## config.mk

```make
export PLATFORM = sky130hd
export DESIGN_NAME = span_cme
export DESIGN_NICKNAME = d
export VERILOG_FILES = /design/src/rtl/span_cme.sv
export SDC_FILE = /design/constraint.sdc
export NUM_CORES = 2
export LEC_CHECK = 0
export CAP_MARGIN = 20
export CORE_ASPECT_RATIO = 0.9
export CORE_MARGIN = 4
export CORE_UTILIZATION = 65
export DETAILED_ROUTE_END_ITERATION = 10
export PLACE_DENSITY_LB_ADDON = 0.12
export SLEW_MARGIN = 20
export SYNTH_ARGS = -nofsm -noshare
export SYNTH_HDL_FRONTEND = slang
export SYNTH_SLANG_ARGS = --single-unit
```

## constraint.sdc

```tcl
create_clock -name clk -period 25.3 [get_ports clk]
set_clock_uncertainty 0.2 [all_clocks]
set_input_delay 3.795 -clock clk [delete_from_list [all_inputs] [get_ports clk]]
set_output_delay 3.795 -clock clk [all_outputs]
set_load 0.1 [all_outputs]
```

## src/rtl/span_cme.sv

```systemverilog
// span_cme: memory-mapped SPAN helper computing price scan range and scan risk
module span_cme #(
    parameter int DIVISOR = 100,
    parameter int LATENCY = 34
) (
    input  logic        clk,
    input  logic        reset,
    input  logic        chipselect,
    input  logic        write,
    input  logic        read,
    input  logic [4:0]  offset,
    input  logic [15:0] writeData,
    output logic [15:0] readData,
    output logic [15:0] PriceScanRange
);
    localparam int RW = $clog2(DIVISOR);
    localparam logic [RW:0] DV = DIVISOR[RW:0];

    typedef enum logic [1:0] {IDLE, MUL, DIV, RISK} state_t;

    logic [15:0]   regs_q [0:28];
    state_t        state_q, state_d;
    logic [15:0]   p_q, s_q, q_q, d_q, p_d, s_d, q_d, d_d;
    logic [31:0]   quo_q, quo_d;
    logic [RW-1:0] rem_q, rem_d;
    logic [4:0]    cnt_q, cnt_d;
    logic          busy_q, busy_d, done_q, done_d;
    logic [15:0]   psr_q, psr_d, risk_q, risk_d;
    logic          wr, launch;
    logic [RW:0]   sh;
    logic signed [31:0] qd;
    logic [31:0]   mag;
    logic [15:0]   psr_w;
    logic [47:0]   risk_w;
    logic [15:0]   rd_mux;

    assign wr     = chipselect & write;
    assign launch = wr && offset == 5'd28;
    assign sh     = {rem_q, quo_q[31]};
    assign qd     = 32'($signed(q_q)) * 32'($signed(d_q));
    assign mag    = qd[31] ? -qd : qd;
    assign psr_w  = |quo_q[31:16] ? 16'hFFFF : quo_q[15:0];
    assign risk_w = 48'(mag) * 48'(psr_w);
    assign rd_mux = offset <= 5'd28 ? regs_q[offset] :
                    offset == 5'd29 ? {14'd0, done_q, busy_q} :
                    offset == 5'd30 ? psr_q : risk_q;
    assign PriceScanRange = psr_q;

    // Host register file writes and registered reads (reads see pre-write data)
    always_ff @(posedge clk or posedge reset) begin
        if (reset) begin
            for (int i = 0; i < 29; i++) regs_q[i] <= '0;
            readData <= '0;
        end else begin
            if (wr && offset <= 5'd28) regs_q[offset] <= writeData;
            if (chipselect && read) readData <= rd_mux;
        end
    end

    // Calculation state and datapath registers
    always_ff @(posedge clk or posedge reset) begin
        if (reset) begin
            state_q <= IDLE;
            {p_q, s_q, q_q, d_q} <= '0;
            quo_q   <= '0;
            rem_q   <= '0;
            cnt_q   <= '0;
            busy_q  <= 1'b0;
            done_q  <= 1'b0;
            psr_q   <= '0;
            risk_q  <= '0;
        end else begin
            state_q <= state_d;
            {p_q, s_q, q_q, d_q} <= {p_d, s_d, q_d, d_d};
            quo_q   <= quo_d;
            rem_q   <= rem_d;
            cnt_q   <= cnt_d;
            busy_q  <= busy_d;
            done_q  <= done_d;
            psr_q   <= psr_d;
            risk_q  <= risk_d;
        end
    end

    // Launch snapshot, multiply, restoring divide, then risk and result publish
    always_comb begin
        state_d = state_q;
        {p_d, s_d, q_d, d_d} = {p_q, s_q, q_q, d_q};
        quo_d   = quo_q;
        rem_d   = rem_q;
        cnt_d   = cnt_q;
        busy_d  = busy_q;
        done_d  = done_q;
        psr_d   = psr_q;
        risk_d  = risk_q;
        if (launch) begin
            state_d = MUL;
            busy_d  = 1'b1;
            done_d  = 1'b0;
            {p_d, s_d, q_d, d_d} = {regs_q[0], regs_q[1], regs_q[2], regs_q[3]};
        end else begin
            case (state_q)
                MUL: begin
                    quo_d   = 32'(p_q) * 32'(s_q);
                    rem_d   = '0;
                    cnt_d   = '0;
                    state_d = DIV;
                end
                DIV: begin
                    rem_d   = sh >= DV ? RW'(sh - DV) : sh[RW-1:0];
                    quo_d   = {quo_q[30:0], sh >= DV};
                    cnt_d   = cnt_q + 5'd1;
                    state_d = cnt_q == 5'(LATENCY - 3) ? RISK : DIV;
                end
                RISK: begin
                    psr_d   = psr_w;
                    risk_d  = |risk_w[47:16] ? 16'hFFFF : risk_w[15:0];
                    busy_d  = 1'b0;
                    done_d  = 1'b1;
                    state_d = IDLE;
                end
                default: state_d = IDLE;
            endcase
        end
    end
endmodule

```

After elaboration in Yosys (flattened, before gate mapping)

Cells that the tools add are included.

Flip-flop bits (word level): 624
Output and inout bits: 32
Input port bits: 26
Logic and storage cells: 95

Mux-type cells: 23
Bitwise gates (word level): 3
Equal/unequal tests: 7
Magnitude comparators: 4
Add/sub/neg operators: 3
Multipliers: 3
Reduce and logical (&&, ||, !) cells: 10

Operators with widths:

| cell                                                                                 | count |
|---|---|
| 464-bit bitwise mux                                                                  | 1 |
| 16-bit 2-to-1 mux                                                                    | 8 |
| 16-bit binary-select mux with 5-bit select                                           | 1 |
| 16-bit demux with 5-bit select                                                       | 1 |
| 16-bit by 16-bit multiplier with 32-bit output                                       | 2 |
| 32-bit case mux with 2 select lines                                                  | 1 |
| 32-bit by 16-bit multiplier with 48-bit output                                       | 1 |
| 32-bit 2-to-1 mux                                                                    | 1 |
| 32-bit negation                                                                      | 1 |
| 32-bit OR reduction                                                                  | 1 |
| 5-bit equality test (second input constant)                                          | 4 |
| 16-bit OR reduction                                                                  | 1 |
| 7-bit case mux with 2 select lines                                                   | 1 |
| 5-bit case mux with 2 select lines                                                   | 1 |
| 8-bit by 7-bit greater-or-equal comparator with 1-bit output (second input constant) | 1 |
| 7-bit 2-to-1 mux                                                                     | 1 |
| 7-bit subtractor (second input constant)                                             | 1 |
| 6-bit greater-or-equal comparator (second input constant)                            | 1 |
| 6-bit by 1-bit less-than comparator with 1-bit output (second input constant)        | 1 |
| 5-bit NOT with 6-bit output                                                          | 1 |
| 5-bit by 1-bit adder with 5-bit output (second input constant)                       | 1 |
| 5-bit <= comparator (second input constant)                                          | 1 |
| 1-bit 2-to-1 mux                                                                     | 5 |
| 2-bit equality test (second input constant)                                          | 2 |
| 8 further kinds                                                                      | 13 |

Logic depth before layout (Yosys ltp)

Depth in word-level cells: 6
Gate-level depth with buffers: 52

Least setup slack after synthesis

OpenSTA, ideal clock, no wires.

Path kind: register to register
Start point: reg q_q[15]
End point: reg risk_q[0]
Buffers on the path: 4
Cell stages (with the launch flop): 44
Path slack: 12.176 ns
Arrival: 12.783 ns
Cell sequence: dfrtp_1 > clkbuf_1 > nand2_1 > inv_1 > fa_1 > inv_1 > fa_1 > inv_1 > fa_1 > fa_1 > fa_1 > inv_1 > fa_1 > inv_1 > ha_1 > a21o_1 > or3_1 > o211ai_1 > (+8 left out) > fa_1 > fa_1 > fa_1 > fa_1 > inv_1 > ha_1 > clkbuf_1 > nor3_1 > o31ai_1 > nand2b_1 > o21bai_1 > o31a_1 > mux2i_1 > o2111ai_1 > a2111o_1 > nor2_1 > clkbuf_1 > a31oi_1

Longest elaborated chain between the ends: 6

Ends and longest elaborated chain:

| item                                             | RTL line | text |
|---|---|---|
| start, declared                                  | 23       | `logic [15:0] p_q, s_q, q_q, d_q, p_d, s_d, q_d, d_d;` |
| start signal, assigned                           | 74       | `{p_q, s_q, q_q, d_q} <= {p_d, s_d, q_d, d_d};` |
| 16-bit by 16-bit multiplier with 32-bit output * | 40       | `assign qd = 32'($signed(q_q)) * 32'($signed(d_q));` |
| 32-bit negation                                  | 41       | `assign mag = qd[31] ? -qd : qd;` |
| 32-bit 2-to-1 mux *                              | 41       |  |
| 32-bit by 16-bit multiplier with 48-bit output * | 43       | `assign risk_w = 48'(mag) * 48'(psr_w);` |
| 32-bit OR reduction                              | 117      | `risk_d = \|risk_w[47:16] ? 16'hFFFF : risk_w[15:0];` |
| 16-bit 2-to-1 mux *                              | 117      |  |
| end signal, assigned                             | 81       | `risk_q <= risk_d;` |
| end, declared                                    | 28       | `logic [15:0] psr_q, psr_d, risk_q, risk_d;` |

Mark *: on every way between the ends. The rest lies on a longest branch, timed or not.
A chain may end at the register's enable or synchronous reset.

Worst setup path after layout

Start point: reg d_q[15]
End point: reg risk_q[13]

Longest elaborated chain between the ends: 6

Ends and longest elaborated chain:

| item                                             | RTL line |
|---|---|
| start, declared                                  | 23 |
| start signal, assigned                           | 74 |
| 16-bit by 16-bit multiplier with 32-bit output * | 40 |
| 32-bit negation                                  | 41 |
| 32-bit 2-to-1 mux *                              | 41 |
| 32-bit by 16-bit multiplier with 48-bit output * | 43 |
| 32-bit OR reduction                              | 117 |
| 16-bit 2-to-1 mux *                              | 117 |

Marked as above.

==> metrics.md <==
| Metric | Value |
|---|---|
| Status | completed |
| Cell row count | roughly 110 |
| Xor and xnor area share after synthesis | under 10% |
| Vias | between 40k and 50k |
| ANT nets after route | 0 |
| Hold Vio Cnt, Final | 0 |
| Slew @ Worst Pin | approximately 1.2 ns |
| Post-synthesis compound-gate area fraction | 6.14% |
| HPWL Detailed | 128000 µm |
| Avg Cell Area, Syn | 10.4 µm² |
| Hold WC Path Type | flip-flop to flip-flop |
| RSZ-0062 raised after global routing | false |
| Top-Level Pins | between 50 and 60 |
| Root Buffer | clkbuf_16 |
| PostCTS Resize Cnt | 0 |
| Worst setup SP type | flip-flop |
| Mux cell area share after synthesis | 14.3% |
| Post-synth net total | 7288 |
| Number of global-route vias before repair | about 48k |
| Crit path capture type | flip-flop |
| Yosys top cell area share | 27.7% |
| Worst EP required | approximately 26 ns |
| Tmin final | between 15 and 20 ns |
| Post-synthesis sequential area ratio | approximately a quarter |
| # H-tree levels | 3 |
| Most frequent cells after synthesis | inv_1 (879), fa_1 (874), nand2_1 (693) |
| GPL Wtd Cong | ~0.99 |
| Bufs and invs on worst path | 4 |
| Setup TNS | 0 ns |
| CP arrival | between 15 and 20 ns |
| Largest family of logic cells by synthesized area | adder cells |
| Die Ht | around 300 µm |
| Post-synth EDFFs | 0 |
| Share of cells above drive strength 1 | ~15% |
| Clock-pin slew on the worst setup and hold paths | about 0.070 ns |
| CP delay by family, top | adder cells |
| Global route total overflow | 0 |
| Mapped cell area | between 60000 and 70000 µm² |
| Top post-synthesis cells by area | fa_1 (28%), dfrtp_1 (25%), mux2_2 (9.5%) |
| Initial antenna violation count | 3 |
| P&R area growth vs syn | 6.27% |
| Number of max-cap violations | 0 |
| CTS buffer count | 66 |
| F_max | ~0.063 GHz |
| Synthesized instance count | 6075 |
| GRT Total Usage | a little over a third |
| Final worst path period share | a little over 60% |
| Drt first pass iters | 8 |
| Port bufs | 57 |
| Most common cell in the netlist | inv_1 |
| Number of distinct library cells after synthesis | 86 |
| Final wirelength | ~180000 µm |
| Synthesized flop and latch total | between 600 and 700 |
| Hold-fix buffers, CTS | 0 |
| Synth warn | 0 |
| Synth Flop Type | dfrtp_1 |
| Pin count of the biggest net entering global routing | 179 |
| Initial DRC count | roughly 4.2k |
| Critical path class | flip-flop to flip-flop |
| Placeable Area | 96300 µm² |
| Post-CTS Setup Inserts | 0 |
| First-pass GRT wire length | around 280000 µm |
| CTS tree | done |
| Drt wl/cell | approximately 24 µm |
| Via density | a little over 6 |
| DRC viols | 0 |
| # clock sinks | 624 |
| Max Slew Vio Count | 0 |
| Adder-Cell Fraction of Synth Area | 33.9% |
| Most frequent cell on the critical path | fa_1 |
| Critical path fanouts, max | 15 |
| Ys async rst share | 100% |
| Worst rel slew slack | between 20% and 30% |
| Setup-failing EPs final | 0 |
| Simple-Gate Fraction of Synth Area | 11.9% |
| Starting density of the core | 65.5% |
| Crit-path slowest cell | xnor2_1 |
| Area leader, netlist | fa_1 |
| Slowest stage delay, CP | approximately 0.92 ns |
| Final #Nets | about 7.2k |
| Clk_lat worst skew | 0.61 ns |
| Die width | 337 µm |
| CTS max path bufs | 3 |
| Die area | roughly 100000 µm² |
-- registers in the layout, indices dropped and copies added (netlist names), 2 cells and up --
register        cells
p_q                16
risk_q             16
regs_q            464
cnt_q               5
quo_q              32
state_q             2
PriceScanRange     16
s_q                16
readData           16
q_q                16
d_q                16
rem_q               7
-- worst register-to-register path, delay by kind of cell, from the launching register on --
family                   cells  cell delay, ns
adder cells (fa/ha/maj)     14            6.87
XOR/XNOR                     1            0.92
buffers and inverters        4            0.73
AO/OA/AOI/OAI                9            2.70
flip-flops                   1            0.49
AND/OR/NAND/NOR             11            3.71
-- area by class of cell --
cell class	instances	area, µm²
timing repair buffer	145	1260
sequential	624	15600
antenna	5	12.5
tap	1265	1580
fill	7176	29300
clock inverter	26	357
multi-input combinational	4229	43100
clock buffer	86	1860
inverter	881	3310
-- through the flow --
step           instance area (µm²)  hold WS, ns  cells  setup slack, ns  utilization, %
5_1_grt                      67100        0.313   7257             8.75            69.6
4_1_cts                      67100        0.295   7255             9.78            69.6
3_5_place_dp                 64900        0.281   7143             9.81            67.3
3_3_place_gp                 64800        0.263   7142            10.04            67.3
6_report                     67100        0.286   7261             9.52            69.6
2_1_floorplan                63100        0.245   6075             3.83               -
-- layer usage --
metal / share of wire (%) / vias to the layer above / track usage (%)
met1: 42 / 23500 / 52.2
li1: - / 19300 / -
met3: 11 / 374 / 10.6
met5: 0.030 / - / 0.331
met2: 43 / 2049 / 51.8
met4: 3.6 / 4 / 10.6
-- path summary, 6_finish.rpt --
kind,from,end,slack [ns],cells after the start
worst max-delay path,d_q[15]$_DFFE_PP0P_,risk_q[13]$_DFFE_PP0P_,9.52,39
worst min-delay path,cnt_q[4]$_DFFE_PP0P_,cnt_q[4]$_DFFE_PP0P_,0.29,2
worst max register to register,d_q[15]$_DFFE_PP0P_,risk_q[13]$_DFFE_PP0P_,9.52,39
worst min register to register,cnt_q[4]$_DFFE_PP0P_,cnt_q[4]$_DFFE_PP0P_,0.29,2
max in group asynchronous,reset,rem_q[4]$_DFFE_PP0P_,19.14,4
min in group asynchronous,reset,regs_q[153]$_DFFE_PP0P_,3.50,2
-- kinds of logic after synthesis --
| group | Yosys count |
|---|---|
| and+or+nand+nor | 1636 |
| DFF | 624 |
| adders and majority gates | 1187 |
| AOI/OAI and AO/OA | 591 |
| xor gates and xnor gates | 124 |
| buffers and inverters | 1222 |
| muxes | 691 |
-- cells in the final DEF, fill, tap and decap left out, types with 10 or more instances in the layout --
cell type          n
mux2i_1           42
a31oi_1           40
or2_2             27
nand2_1          693
and3_1            22
a21oi_1          144
clkbuf_16         68
o21bai_1          11
xnor2_2           10
o21a_1            23
buf_4             82
nand2b_1          50
o31ai_1           11
o21ai_0          135
a211oi_1          28
or3_1             18
nor3_1            33
nand4_1           24
and2_1           259
o21ai_1           11
mux4_2           114
mux2_2           535
o211ai_1          10
fa_1             874
a211o_1           16
a21o_1            42
xnor2_1           65
clkdlybuf4s50_1   47
a22oi_1           20
nand3_1           42
nor2_1           399
inv_1            878
ha_1             312
dfrtp_1          624
xor2_1            41
nor4_1            11
Power is left out: the tool's default activity adds up to more than one toggle a clock period on the data nets, which glitch-free logic cannot reach.
